`src/rtl/pipe_stall_sequencer_pkg.sv`:
```
// Shared definitions for the pipeline stall/flush sequencer: state codes and
// the hazard-length normalisation helper.
package pipe_stall_sequencer_pkg;

    typedef enum logic {
        SEQ_RUN = 1'b0,
        SEQ_HZ  = 1'b1
    } seq_state_t;

    // A control-hazard request with length 0 still costs one bubble.
    localparam logic [1:0] LEN_NORM = 2'd1;

    function automatic logic [1:0] norm_len(input logic [1:0] len);
        return (len == 2'd0) ? LEN_NORM : len;
    endfunction

endpackage

```
`src/rtl/pipe_stall_sequencer_sat_counter.sv`:
```
// Saturating up-counter with synchronous clear (clear wins over increment).
module sat_counter #(
    parameter int CNT_W = 16
) (
    input  logic             clk,
    input  logic             rst_n,
    input  logic             clr,
    input  logic             inc,
    output logic [CNT_W-1:0] q
);

    localparam logic [CNT_W-1:0] CNT_ONE = CNT_W'(1);

    always_ff @(posedge clk or negedge rst_n) begin
        if (!rst_n) begin
            q <= '0;
        end else if (clr) begin
            q <= '0;
        end else if (inc && (q != '1)) begin
            q <= q + CNT_ONE;
        end
    end

endmodule

```
`src/rtl/pipe_stall_sequencer.sv`:
```
// Central stall/flush scheduler for the 5-stage pipeline: arbitrates memory
// waits, data/control hazard bubbles and taken-branch flushes.
module pipe_stall_sequencer
    import pipe_stall_sequencer_pkg::*;
#(
    parameter int CNT_W  = 16,
    parameter int MEM_TO = 64
) (
    input  logic             clk,
    input  logic             rst_n,
    input  logic             data_haz_req,
    input  logic             ctrl_haz_req,
    input  logic [1:0]       ctrl_haz_len,
    input  logic             br_taken,
    input  logic             dmem_req,
    input  logic             dmem_ready,
    input  logic             clr_cnt,
    output logic             pc_we,
    output logic             if_id_we,
    output logic             if_id_flush,
    output logic             id_ex_bubble,
    output logic             ex_mem_we,
    output logic             mem_wb_bubble,
    output logic             busy,
    output logic             mem_timeout,
    output logic [CNT_W-1:0] stall_cnt,
    output logic [CNT_W-1:0] flush_cnt
);

    localparam int WAIT_W = $clog2(MEM_TO) + 1;
    localparam logic [WAIT_W-1:0] WAIT_LAST = WAIT_W'(MEM_TO - 1);
    localparam logic [WAIT_W-1:0] WAIT_ONE  = WAIT_W'(1);

    seq_state_t        state, state_nxt;
    logic [1:0]        remaining, remaining_nxt;
    logic [WAIT_W-1:0] wait_cnt;
    logic              mem_stall;
    logic [1:0]        data_len, ctrl_len, req_len;

    always_comb begin
        mem_stall = dmem_req & ~dmem_ready;
        data_len  = data_haz_req ? 2'd1 : 2'd0;
        ctrl_len  = ctrl_haz_req ? norm_len(ctrl_haz_len) : 2'd0;
        req_len   = (ctrl_len > data_len) ? ctrl_len : data_len;
    end

    always_ff @(posedge clk or negedge rst_n) begin
        if (!rst_n) begin
            state     <= SEQ_RUN;
            remaining <= 2'd0;
        end else begin
            state     <= state_nxt;
            remaining <= remaining_nxt;
        end
    end

    // Mealy control: priority is memory wait, active hazard stall, new hazard,
    // taken branch, then normal flow.
    always_comb begin
        state_nxt     = state;
        remaining_nxt = remaining;
        pc_we         = 1'b1;
        if_id_we      = 1'b1;
        if_id_flush   = 1'b0;
        id_ex_bubble  = 1'b0;
        ex_mem_we     = 1'b1;
        mem_wb_bubble = 1'b0;
        busy          = 1'b0;

        if (!rst_n) begin
            pc_we         = 1'b0;
            if_id_we      = 1'b0;
            ex_mem_we     = 1'b0;
            id_ex_bubble  = 1'b1;
            if_id_flush   = 1'b1;
            mem_wb_bubble = 1'b1;
        end else if (mem_stall) begin
            pc_we         = 1'b0;
            if_id_we      = 1'b0;
            ex_mem_we     = 1'b0;
            mem_wb_bubble = 1'b1;
            busy          = 1'b1;
        end else if (state == SEQ_HZ) begin
            pc_we        = 1'b0;
            if_id_we     = 1'b0;
            id_ex_bubble = 1'b1;
            busy         = 1'b1;
            if (remaining <= 2'd1) begin
                state_nxt     = SEQ_RUN;
                remaining_nxt = 2'd0;
            end else begin
                remaining_nxt = remaining - 2'd1;
            end
        end else if (req_len != 2'd0) begin
            // A branch resolving now is dropped; it re-resolves after the bubble.
            pc_we        = 1'b0;
            if_id_we     = 1'b0;
            id_ex_bubble = 1'b1;
            busy         = 1'b1;
            if (req_len >= 2'd2) begin
                state_nxt     = SEQ_HZ;
                remaining_nxt = req_len - 2'd1;
            end
        end else if (br_taken) begin
            if_id_flush = 1'b1;
        end
    end

    always_ff @(posedge clk or negedge rst_n) begin
        if (!rst_n) begin
            wait_cnt    <= '0;
            mem_timeout <= 1'b0;
        end else begin
            if (!mem_stall) begin
                wait_cnt <= '0;
            end else if (wait_cnt != WAIT_LAST) begin
                wait_cnt <= wait_cnt + WAIT_ONE;
            end

            if (clr_cnt) begin
                mem_timeout <= 1'b0;
            end else if (mem_stall && (wait_cnt == WAIT_LAST)) begin
                mem_timeout <= 1'b1;
            end
        end
    end

    sat_counter #(.CNT_W(CNT_W)) u_stall_cnt (
        .clk   (clk),
        .rst_n (rst_n),
        .clr   (clr_cnt),
        .inc   (id_ex_bubble),
        .q     (stall_cnt)
    );

    sat_counter #(.CNT_W(CNT_W)) u_flush_cnt (
        .clk   (clk),
        .rst_n (rst_n),
        .clr   (clr_cnt),
        .inc   (if_id_flush),
        .q     (flush_cnt)
    );

endmodule

```
`config.mk`:
```
export PLATFORM = sky130hd
export DESIGN_NAME = pipe_stall_sequencer
export DESIGN_NICKNAME = d
export VERILOG_FILES = /design/src/rtl/pipe_stall_sequencer_pkg.sv /design/src/rtl/pipe_stall_sequencer_sat_counter.sv /design/src/rtl/pipe_stall_sequencer.sv
export SDC_FILE = /design/constraint.sdc
export NUM_CORES = 1
export LEC_CHECK = 0
export ABC_AREA = 1
export CORE_ASPECT_RATIO = 0.9
export CORE_MARGIN = 4
export CORE_UTILIZATION = 45
export DETAILED_ROUTE_END_ITERATION = 8
export HOLD_SLACK_MARGIN = 0.06
export PLACE_DENSITY = 0.73
export SYNTH_ARGS = -nofsm -noshare
export SYNTH_HDL_FRONTEND = slang
export SYNTH_SLANG_ARGS = --single-unit
```
`constraint.sdc`:
```
create_clock -name clk -period 1.7 [get_ports clk]
set_clock_uncertainty 0.05 [all_clocks]
set_input_delay 0.51 -clock clk [delete_from_list [all_inputs] [get_ports clk]]
set_output_delay 0.51 -clock clk [all_outputs]
set_load 0.03 [all_outputs]
```
==> impl_results.md, run 1 <==
* Run status: finished, violations left
* Violated checks: setup timing
* Area grow syn2layout at 45.6%
* Crit start category: flip-flop
* Die area at 7240 um2
* Number of port buffers at 49
* Syn Inst Count at 370
* First-pass GRT wire length at 12800 um
* CP Capture Point: if_id_flush
* Worst setup margin at -0.0542 ns
* Area leader, netlist: dfrtp_1
* CTS tree: built
* Fillcell total at 479
* Antenna violations before repair at 0
* Via/cell ratio at 5.31
* Synth Flop Type: dfrtp_1
* Arrival @ worst endpoint at 1.19 ns
* R2R Path Start: u_flush_cnt.q[0]
* Multiplexer area fraction after synthesis at 0%
* Worst-case clock buffer depth at 2
* RSZ-0062 raised after global routing: true
* Fraction of synthesized cell area in xor and xnor cells at 4.59%
* Vias in the first global route at 2818
* DR vias at 2960
* Nets@finish at 499
* Number of remaining DRC errors at 0
* Overall routing resource usage at 22.3%
* Min Tclk post-route at 1.75 ns
* Syn_area_per_cell at 7.23 um2
* FF-to-FF End: u_flush_cnt.q[3]
* Effective utilization at floorplan at 46.7%
* Critical path peak fanout at 3
* CP startpoint: state
* Clk Latency, worst-skew pair at 0.30 ns
* Area contributors post-synth: dfrtp_1 40%, nand2_1 19%, nand4_1 6.3%
* Slew Viols, Final at 0
* DP HPWL at 5520 um
* Die height at 81.1 um
* Netlist cell types at 28
* Post-synthesis compound-gate area fraction at 4.54%
* Synth Cell Area at 2670 um2
* Num rows at 26
* Buffers & Inverters on Critical Path at 3
* Tot Pwr at 2460 uW
* Crit path capture type: primary output
* Synth cell count leaders: 132 x nand2_1, 43 x dfrtp_1, 42 x nor2_1
* Adder-Cell Fraction of Synth Area at 1.40%
* Final Hold Viols at 0
* Clock slew at reported path FFs at 0.09 ns
* Main combinational cell family by area after synthesis: simple AND/OR/NAND/NOR gates
* Hold slack at 0.115 ns
* Reg2reg setup slack at 0.07 ns
* F_max at 0.570 GHz
* Mapped Nets at 383
* Post-route ant nets at 0
* Chip width at 89.3 um
* Final std cells w/o fill at 557
* Period utilisation layout at 103%
* GPL Wtd Cong at 0.865
* Count leader, synth: nand2_1
* Hold crit path type: input pin to async pin
* Core area at 5730 um2
* Worst setup path class: flip-flop to primary output
* Number of synthesized register bits at 43
* Sequential fraction of the synthesis area at 40.2%
* Critical Path, Cell by Cell: inv_2 -> nand3_2 -> nand2_2 -> nand2_2 -> inv_2 -> buf_6
* I/O Pins at 50
* Post-synthesis simple-gate area fraction at 42.6%
* R2r worst-path depth at 10
* Share of layout cells above drive strength 1 at 29.0%
* Leak at 0.00203 uW
* Inserted Diodes at 0
* CTS buffer count at 5
* Routed WL at 7660 um
* Share of the synthesized area in the top cell type at 40.2%
* CP max stage delay at 0.41 ns
* Placed insts at 537
* Peak supply drop at 0.513 mV
* Detailed Routing Iterations Pass 1 at 4
* Root Driver: clkbuf_8
* Setup Viol. Count Final at 4
* Worst path depth at 6
* Synth async-reset ratio at 100%
* Maxcap violations at 0
* PwrDens at 632 nW/um2
* Syn. warnings at 0
* Slowest CP cell: dfrtp_1
* # H-tree levels at 2
* Initial DRC count at 171
* Largest net degree at the start of global routing at 28
* Post-synth EDFFs at 0
* Clk sink count at 43
* Cell family with most CP delay: flip-flops
* Wire per inst at 13.7 um
* Slew of the pin with the lowest slew margin at 0.375 ns
* Rel. slew slack at 75.0%
* CP Data Required Time at 1.14 ns
* Grt ovf at 0
## final cells by class
class / instances / area (um2) / area share, %
flip-flops and latches: 43 / 1080 / 27.8
multi-input cells: 287 / 1530 / 39.3
repair buffers: 116 / 956 / 24.6
well taps: 70 / 87.6 / 2.25
clock inverters: 3 / 43.8 / 1.12
inverters: 33 / 126 / 3.25
clock buffers: 5 / 68.8 / 1.77
## worst min path at each step
stage	from	to	slack, ns
final	rst_n	state	0.12
after global routing	rst_n	state	0.11
after CTS	rst_n	state	0.11
after detailed placement	rst_n	remaining[0]	0.31
after global placement	rst_n	remaining[0]	0.31
after floorplan	rst_n	mem_timeout	0.16
## power by group
part           leakage [uW]  switching, uW  total [uW]  internal [uW]
clock             0.0000581            380         818            438
combinational       0.00139            297         527            229
sequential         0.000586           46.0        1120           1070
## registers in the layout, indices dropped and copies added (netlist names)
register       count
mem_timeout        1
wait_cnt           7
u_stall_cnt.q     16
u_flush_cnt.q     16
state              1
remaining          2
## metrics by stage
stage                      TNS, ns  cell area, um2  util, %  setup slack, ns
after CTS                   -0.100            3830     67.0          -0.0408
after floorplan           -0.00852            2720        -         -0.00852
after detailed placement    -15.72            3640     63.7           -0.456
after global routing        -0.491            3890     68.0           -0.113
final                       -0.129            3890     68.0          -0.0542
after global placement      -13.99            3640     63.7           -0.443
## repair_timing
action,CTS,global route
hold buffers,1,0
setup buffers,6,4
cloned,1,0
pin swaps,9,8
hold endpoints to repair,1,0
endpoints found under the setup margin,59,35
resized for setup,56,17
## placed cells by master (no fill, tap or decap), types with 2 or more instances in the layout
master,count
a21oi_1,2
o21ai_0,7
nand2_1,126
inv_1,27
nand3_2,3
buf_4,77
buf_2,4
clkdlybuf4s50_1,3
buf_12,3
inv_2,5
clkdlybuf4s15_1,4
xor2_1,13
dlygate4sd2_1,16
nor2_1,38
or2_2,3
o21bai_1,5
nand2_4,4
clkbuf_8,5
nand2_2,4
nor2_4,9
clkbuf_2,2
nand3b_1,4
buf_6,6
nor2_2,3
nand4_1,27
dfrtp_2,4
nand3_1,28
dfrtp_1,39
## cells by family (layout without fill, tap and decap cells)
family | Yosys count | in the layout
adders and majority gates | 3 | 3
buffers and inverters | 41 | 157
DFF | 43 | 43
AOI/OAI and AO/OA | 19 | 19
and+or+nand+nor | 250 | 251
xor gates and xnor gates | 14 | 14
## routing by layer
metal / track usage, % / vias to the layer above / wire length (um)
li1: - / 1437 / -
met1: 30.1 / 1409 / 3430
met2: 36.3 / 99 / 3650
met3: 4.77 / 15 / 472
met4: 6.25 / 0 / 106
met5: 0 / - / 0
No activity file was read; power rests on OpenSTA's default activity.
==> run 2: changes to the inputs <==
- CORE_UTILIZATION: 45 -> 38
- GPL_TIMING_DRIVEN: unset -> 0
- PLACE_DENSITY: 0.73 -> unset
- clock period: 1.7 -> 1.5 ns (I/O delays scaled with it)
==> run 2 against run 1 <==
Effect of this change:
- the run still ends with setup timing left
- sequential power increased by 13%
- utilization decreased by 5.2 points
- non-clock buffer count increased by 12
- worst hold slack improved by 0.035 ns
- clock-buffer cell count increased by 2
- sequential share of layout area decreased by 1.3 points
- first-iteration DRC count increased by 9.9%
- critical path type unchanged
- largest power group unchanged
==> impl_results.md, run 2 (same netlist as run 1, synthesis figures left out) <==
* F_max at 0.592 GHz
* Rel. slew slack at 74.8% (was 75.0%)
* GR Util met3 at 3.78% (was 4.77%)
* DR vias at 2934 (was 2960)
* Maxcap violations at 0 (unchanged)
* Clock slew at reported path FFs at 0.09 ns (about the same)
* Vias in the first global route at 2770 (was 2818)
* Die area at 8440 um2 (was 7240 um2)
* Arrival @ worst endpoint at 1.19 ns (about the same)
* Area grow syn2layout at 57.1% (was 45.6%)
* Root Driver: clkbuf_8 (unchanged)
* Largest net degree at the start of global routing at 19 (was 28)
* Run status: finished, violations left (unchanged)
* Setup TNS at -3.02 ns (was -0.129 ns)
* Met2 usage at 32.5% (was 36.3%)
* PwrDens at 646 nW/um2 (was 632 nW/um2)
* Hold crit path type: input pin to async pin (unchanged)
* I/O Pins at 50 (unchanged)
* # H-tree levels at 2 (unchanged)
* Setup Viol. Count Final at 41 (was 4)
* Worst setup margin at -0.189 ns (was -0.0542 ns)
* Num rows at 28 (was 26)
* Overall routing resource usage at 20.4% (was 22.3%)
* Min Tclk post-route at 1.69 ns
* DP HPWL at 5180 um (was 5520 um)
* CP Data Required Time at 1.00 ns (was 1.14 ns)
* Effective utilization at floorplan at 40.0% (was 46.7%)
* Antenna violations before repair at 0 (unchanged)
* Busiest grt layer: met2 (unchanged)
* Reg2reg setup slack at -0.11 ns (was 0.07 ns)
* Slew Viols, Final at 0 (unchanged)
* Share of layout cells above drive strength 1 at 46.0% (was 29.0%)
* Leak at 0.00210 uW (was 0.00203 uW)
* Peak supply drop at 0.412 mV (was 0.513 mV)
* Initial DRC count at 188 (was 171)
* GPL Wtd Cong at 0.859 (was 0.865)
* Slew of the pin with the lowest slew margin at 0.376 ns (was 0.375 ns)
* Crit path capture type: primary output (unchanged)
* Number of port buffers at 49 (unchanged)
* Fillcell total at 611 (was 479)
* Post-route ant nets at 0 (unchanged)
* Final Hold Viols at 0 (unchanged)
* RSZ-0062 raised after global routing: true (unchanged)
* Finished Cell Area at 4200 um2 (was 3890 um2)
* Met1 GRT Util at 28.5% (was 30.1%)
* Chip width at 96.4 um (was 89.3 um)
* CTS buffer count at 5 (unchanged)
* Via/cell ratio at 4.99 (was 5.31)
* First-pass GRT wire length at 13400 um (was 12800 um)
* Period utilisation layout at 113%
* Wire per inst at 14.2 um (was 13.7 um)
* R2R Path Start: u_stall_cnt.q[0] (was u_flush_cnt.q[0])
* Critical path peak fanout at 4 (was 3)
* Crit start category: flip-flop (unchanged)
* CTS tree: built (unchanged)
* Placed Area at 3400 um2 (was 3640 um2)
* Clk sink count at 43 (unchanged)
* Worst-case clock buffer depth at 2 (unchanged)
* Violated checks: setup timing (unchanged)
* Die height at 87.6 um (was 81.1 um)
* Routed WL at 8370 um (was 7660 um)
* Worst setup path class: flip-flop to primary output (unchanged)
* Core area at 6690 um2 (was 5730 um2)
* Placed insts at 510 (was 537)
* Number of remaining DRC errors at 0 (unchanged)
* R2r worst-path depth at 10 (unchanged)
* Clk Latency, worst-skew pair at 0.29 ns (was 0.30 ns)
* FF-to-FF End: u_stall_cnt.q[1] (was u_flush_cnt.q[3])
* Place WS at -1.14 ns (was -0.456 ns)
* Grt ovf at 0 (unchanged)
* Detailed Routing Iterations Pass 1 at 4 (unchanged)
* Most frequent cells in the layout: 97 x nand2_1, 53 x buf_4, 34 x nor2_1 (was 126 x nand2_1, 77 x buf_4, 39 x dfrtp_1)
* Final std cells w/o fill at 588 (was 557)
* Biggest regs: u_flush_cnt.q: 16 flops, u_stall_cnt.q: 16 flops, wait_cnt: 7 flops (unchanged)
* Nets@finish at 510 (was 499)
* Most common cell after layout, fill and taps aside: nand2_1 (unchanged)
* Inserted Diodes at 0 (unchanged)
## run 2: cell count changes in the layout (fill, tap and decap cells not counted), sizes merged
cell	previous run	this run
buf	90	113
dlygate4sd3	1	2
bufbuf	0	1
clkdlybuf4s15	4	2
clkinv	2	1
bufinv	1	0
dlygate4sd2	16	1
nor2	51	50
clkbuf	7	14
clkdlybuf4s50	3	2
## run 2: metrics by stage
| step | util, % | hold slack (ns) | total power (uW) |
|---|---|---|---|
| final | 62.8 | 0.151 | 2720 |
| after global routing | 62.8 | 0.158 | 2860 |
| after CTS | 57.7 | 0.0950 | 2680 |
| after detailed placement | 50.8 | 0.309 | 1730 |
| after global placement | 50.5 | 0.434 | 1720 |
| after floorplan | - | 0.104 | 1550 |
## run 2: timing repair
item | 4_1_cts | 5_1_grt
setup buffers | 34 | 32
setup endpoints to repair | 79 | 55
hold buffers | 1 | 1
gates cloned | 5 | 0
gates resized for setup | 311 | 44
pin swaps | 24 | 18
hold endpoints to repair | 11 | 4
## run 2: worst max-delay path by stage
stage          slack [ns]  cells past startpoint           endpoint              from
2_1_floorplan       -0.11                     10  u_flush_cnt.q[12]  u_flush_cnt.q[1]
3_3_place_gp        -2.81                      5        if_id_flush             rst_n
3_5_place_dp        -1.14                      8        if_id_flush        dmem_ready
4_1_cts             -0.19                      5              pc_we             state
5_1_grt             -0.25                      5              pc_we             state
6_report            -0.19                      5              pc_we             state
## run 2: layout make-up
type | count | area (um2) | share of cell area (%)
timing repair buffer | 120 | 1010 | 24.0
inverter | 33 | 136 | 3.25
sequential | 43 | 1110 | 26.4
multi-input combinational | 286 | 1680 | 40.0
clock buffer | 7 | 76.3 | 1.82
clock inverter | 1 | 5.00 | 0.119
buffer | 8 | 71.3 | 1.70
tap | 90 | 113 | 2.68
## run 2: report_power, final
group	total [uW]	internal (uW)	switching, uW
clock network	743	328	415
registers	1260	1210	48.4
logic	712	344	368
## run 2: worst max-delay path, cell delays in order (launching register included)
cell,delay (ns)
dfrtp_1,0.39
inv_2,0.10
nand2_4,0.07
nor2_4,0.12
buf_6,0.10
buf_6,0.11
## run 2: layer usage
layer | share of wire (%) | vias up
met2 | 46 | 81
met3 | 6.3 | 12
met1 | 46 | 1378
met5 | 0 | -
met4 | 1.3 | 0
li1 | - | 1463
==> run 3: changes to the inputs <==
- CTS_CLUSTER_DIAMETER: unset -> 50
- GPL_ROUTABILITY_DRIVEN: unset -> 0
- HOLD_SLACK_MARGIN: 0.06 -> 0.03
==> results of run 3 <==
No change in the layout: final DEF, timing and power equal those of run 2.
